[src/rtl/parametrised_register_file.sv]
// Multi-port register file with a per-register busy (scoreboard) bit and a
// running count of busy registers. Register 0 always reads as zero and is never busy.
// Optional feature: define REGFILE_BYPASS_EN to forward a same-cycle write
// (and the busy state it produces) to any read port addressing that register.
module parametrised_register_file #(
  parameter int DATA_WIDTH = 32,
  parameter int ADDR_WIDTH = 5,
  parameter int NUM_READ   = 2
) (
  input  logic                           clock,
  input  logic                           reset,
  input  logic                           register_write,
  input  logic [ADDR_WIDTH-1:0]          write_register,
  input  logic [DATA_WIDTH-1:0]          write_data,
  input  logic                           mark_busy,
  input  logic [ADDR_WIDTH-1:0]          mark_register,
  input  logic [NUM_READ*ADDR_WIDTH-1:0] read_register,
  output logic [NUM_READ*DATA_WIDTH-1:0] read_data,
  output logic [NUM_READ-1:0]            read_busy,
  output logic [ADDR_WIDTH:0]            busy_count
);

  localparam int DEPTH = 2 ** ADDR_WIDTH;
  localparam logic [ADDR_WIDTH:0] count_one = 1;

  logic [DATA_WIDTH-1:0] regs [DEPTH];
  logic [DEPTH-1:0]      busy;

  // Writes and marks aimed at index 0 are discarded up front.
  logic write_en;
  logic mark_en;
  logic same_target;
  assign write_en    = register_write && (write_register != '0);
  assign mark_en     = mark_busy && (mark_register != '0);
  assign same_target = write_en && mark_en && (write_register == mark_register);

  // Counter deltas: only real 0->1 and 1->0 transitions of a busy bit count.
  // A write that coincides with a mark to the same index never clears it.
  logic count_inc;
  logic count_dec;
  assign count_inc = mark_en && !busy[mark_register];
  assign count_dec = write_en && busy[write_register] && !same_target;

  genvar gi;
  generate
    for (gi = 0; gi < DEPTH; gi++) begin : g_reg
      if (gi == 0) begin : g_zero
        assign regs[gi] = '0;
        assign busy[gi] = 1'b0;
      end else begin : g_live
        // Data storage for one register; cleared asynchronously on reset.
        always_ff @(posedge clock or posedge reset) begin
          if (reset) begin
            regs[gi] <= '0;
          end else if (write_en && (write_register == gi[ADDR_WIDTH-1:0])) begin
            regs[gi] <= write_data;
          end
        end

        // Busy bit: a mark sets it and wins over a same-cycle write, a write clears it.
        always_ff @(posedge clock or posedge reset) begin
          if (reset) begin
            busy[gi] <= 1'b0;
          end else if (mark_en && (mark_register == gi[ADDR_WIDTH-1:0])) begin
            busy[gi] <= 1'b1;
          end else if (write_en && (write_register == gi[ADDR_WIDTH-1:0])) begin
            busy[gi] <= 1'b0;
          end
        end
      end
    end
  endgenerate

  // Running busy count; at most DEPTH-1 registers can be busy, so it never wraps.
  always_ff @(posedge clock or posedge reset) begin
    if (reset) begin
      busy_count <= '0;
    end else if (count_inc && !count_dec) begin
      busy_count <= busy_count + count_one;
    end else if (count_dec && !count_inc) begin
      busy_count <= busy_count - count_one;
    end
  end

  generate
    for (gi = 0; gi < NUM_READ; gi++) begin : g_read
      logic [ADDR_WIDTH-1:0] addr;
      logic [DATA_WIDTH-1:0] data;
      logic                  flag;
      assign addr = read_register[gi*ADDR_WIDTH +: ADDR_WIDTH];
      assign read_data[gi*DATA_WIDTH +: DATA_WIDTH] = data;
      assign read_busy[gi] = flag;

      // Combinational read; index 0 is forced to zero and never busy.
      always_comb begin
        data = '0;
        flag = 1'b0;
        if (addr != '0) begin
`ifdef REGFILE_BYPASS_EN
          if (write_en && (write_register == addr)) begin
            data = write_data;
            flag = mark_en && (mark_register == addr);
          end else begin
            data = regs[addr];
            flag = busy[addr];
          end
`else
          data = regs[addr];
          flag = busy[addr];
`endif
        end
      end
    end
  endgenerate

endmodule
[config.mk]
export PLATFORM = sky130hd
export DESIGN_NAME = parametrised_register_file
export DESIGN_NICKNAME = d
export VERILOG_FILES = /design/src/rtl/parametrised_register_file.sv
export SDC_FILE = /design/constraint.sdc
export NUM_CORES = 2
export LEC_CHECK = 0
export ABC_AREA = 0
export BUFFER_PORTS_ARGS = -buffer_cell sky130_fd_sc_hd__buf_4
export CORE_UTILIZATION = 64
export CTS_CLUSTER_SIZE = 10
export DETAILED_ROUTE_END_ITERATION = 16
export PLACE_DENSITY = 0.81
export SYNTH_ARGS = -nofsm -noshare
export SYNTH_HDL_FRONTEND = slang
export SYNTH_SLANG_ARGS = --single-unit
[constraint.sdc]
create_clock -name clock -period 37.8 [get_ports clock]
set_input_delay 0 -clock clock [delete_from_list [all_inputs] [get_ports clock]]
set_output_delay 0 -clock clock [all_outputs]
set_load 0.02 [all_outputs]
==> impl_metrics.ini <==
[sta]
drv_slew = 0
hold_viol_final = 0
max_slew_margin_pct = 30.0
whs_ns = 0.0565
skew_ns = 0.00840
fmax_ghz = 0.214
worst_pin_slew_ns = 1.05
setup_violations = 0
grt_setup_unrepaired = false
min_period_over_period_pct = 12.4
fin_tns_setup_ns = 0
period_needed_ns = 4.67

[route]
wire_per_inst_um = 31.4
drcViolationCount = 0
dr.pass1.iters = 6
drtIter0Drc = 3499
wirelength_um = 155000
vias = 36192
vias_per_cell = 7.33
ant_nets = 0

[clock_tree]
htreeDepth = 3
cts_buffer_depth = 3
clkSinkCount = 1029
cts_tree = yes
clk_latency_ns = 0.71
cts_buffers = 115
cts.clk_slew.worst_paths_ns = 0.05
cts-root-buf = clkbuf_16

[synth]
syn_area_um2 = 55800
synth_common_cells = mux2_2, dfrtp_1, mux4_2
syn-num-nets = 3880
synth.most_common_cell = mux2_2
ys_types = 50
synth_warnings = 0
synth.area.top_cells = dfrtp_1, mux2_2, mux4_2
synth.largest_area_cell = dfrtp_1
ys_seq_elements = 1029
ys.flop_type = dfrtp_1
yosysSeqAreaShare_pct = 46.2
synth_top_area_share_pct = 46.2
syn_inst = 3817
async_flop_share_pct = 100
synth_edf_count = 0
synth.avg_cell_area_um2 = 14.6

[grt]
antenna_found_initial = 1
grt_pass1_wl_um = 238000
grtUsageTotal_pct = 35.8
overflow = 0
grt_start_max_net_pins = 181
grt_pass1_vias = 37687

[critical_path]
critPathMaxFanout = 70
end_kind = primary output
required_ns = 37.80
crit_chain = buf_8 -> buf_4 -> buf_4 -> buf_4 -> mux4_2 -> a22o_1 -> o21ai_0 -> o21ai_0 -> buf_4
crit_path_top_delay_cell = buf_4
setup.worst_path.class = in -> out
critPathTopFamily = buffers and inverters
critPathBufInv = 5
timing.rr.start = busy[19]
start_kind = primary input
path_common_cell = buf_4
cp.arrival_ns = 4.67
crit_path_start = read_register[0]
cp_slowest_stage_delay_ns = 0.92

[final_layout]
final_area_um2 = 60800
drive_above_1_share_pct = 50.3
layout.nets = 3827
synthToLayoutAreaGrowth_pct = 9.10

[power]
total_leakage_power_nw = 26.3
power-per-cell-area_nw_per_um2 = 52.8
ir_worst_vdd_mv = 0.0452

[floorplan]
core_area_um2 = 85700
start_util_pct = 65.1
chipHeight_um = 297
dieWidth_um = 297
dieArea_um2 = 88300
io_pins = 128
num_rows = 107

[placement]
portBuffers = 127
placed_area_um2 = 57200
dp_hpwl_um = 85800
place_congestion = 0.878

[worst_hold_path]
min_path_type = in -> async

[status]
status = finished clean

[run]
max-cap-violations = 0
layout make-up:
type	instances	area, µm²
Antenna cell	1	2.50
Clock buffer	137	3050
Clock inverter	7	119
Fill cell	5637	24800
Inverter	6	30.0
Multi-Input combinational cell	2362	28400
Sequential cell	1029	25700
Tap cell	1144	1430
Timing Repair Buffer	250	2080
power breakdown:
part	switching, W	total [W]	internal, W
clock network	0.000438	0.000997	0.000559
registers	0.000168	0.00149	0.00132
logic	0.000294	0.000726	0.000431
total	0.000900	0.00321	0.00231
tightest hold or removal path, stage by stage:
cell and delay (ns):
dlygate4sd3_1 0.54, buf_4 0.15, inv_8 0.60
what timing repair did:
item | in CTS | in global routing
buffers inserted | 0 | 0
endpoints found under the hold margin | 1154 | 0
gates resized for setup | 0 | 0
hold buffers | 51 | 0
final timing paths:
kind	to	slack, ns	depth (start not counted)
min in group clock	busy[1]	0.08	5
worst min-delay path	regs[217]	0.06	3
worst min register to register	busy_count[5]	0.48	1
worst max register to register	busy_count[5]	34.42	11
max in group asynchronous	regs[942]	34.45	6
worst max-delay path	read_data[1]	33.13	9
kinds of logic (layout without fill, tap and decap cells):
family / count (synthesis) / count (layout) / share of synthesized area, %
DFF: 1029 / 1029 / 46.2
adders and majority gates: 7 / 7 / 0.170
and+or+nand+nor: 247 / 247 / 2.10
buffers and inverters: 426 / 400 / 3.34
AOI/OAI and AO/OA: 390 / 390 / 4.99
muxes: 1708 / 1708 / 43.1
xor gates and xnor gates: 10 / 10 / 0.157
other: 0 / 1 / 0
state kept, by name, summed over array words and instances (netlist names):
name        cells
regs          992
busy_count      6
busy           31
placed cells by master, fill, tap and decap left out, types with 6 or more instances in the layout:
cell type	Yosys	final
clkbuf_8	0	8
o31ai_1	33	33
nor2b_1	42	37
clkbuf_16	0	116
a22oi_1	33	33
mux2_2	1087	1087
o21ai_0	107	107
a211oi_1	33	33
nor3_1	37	37
buf_4	25	190
mux2_1	8	8
o22ai_1	33	33
nand2_2	0	12
mux2i_1	169	169
ha_1	6	6
xor2_1	6	6
dfrtp_1	1029	1029
nand3_1	10	6
clkbuf_1	237	14
nor2_4	0	17
nand2_1	79	67
nor2_1	55	38
mux4_2	444	444
dlygate4sd3_1	0	51
a22o_1	72	72
a221oi_1	65	65
stage by stage:
| stage | std cells | util, % | setup WS (ns) | power, W |
|---|---|---|---|---|
| after global placement | 4740 | 66.7 | 33.00 | 0.00217 |
| after global routing | 4935 | 71.0 | 32.71 | 0.00334 |
| after floorplan | 3817 | - | 8.84 | 0.00203 |
| after detailed placement | 4740 | 66.7 | 33.01 | 0.00221 |
| final | 4936 | 71.0 | 33.13 | 0.00321 |
| after CTS | 4935 | 71.0 | 33.03 | 0.00322 |
routing by layer:
| layer | GRT usage (%) | up-vias | share of wire (%) | routed length, µm |
|---|---|---|---|---|
| li1 | - | 14595 | - | - |
| met1 | 48.0 | 19376 | 38 | 59200 |
| met2 | 57.1 | 1781 | 48 | 75200 |
| met3 | 6.68 | 438 | 8.2 | 12700 |
| met4 | 16.9 | 2 | 5.1 | 7980 |
| met5 | 0 | - | 0.0084 | 13 |
(Power assumes the default switching activity.)
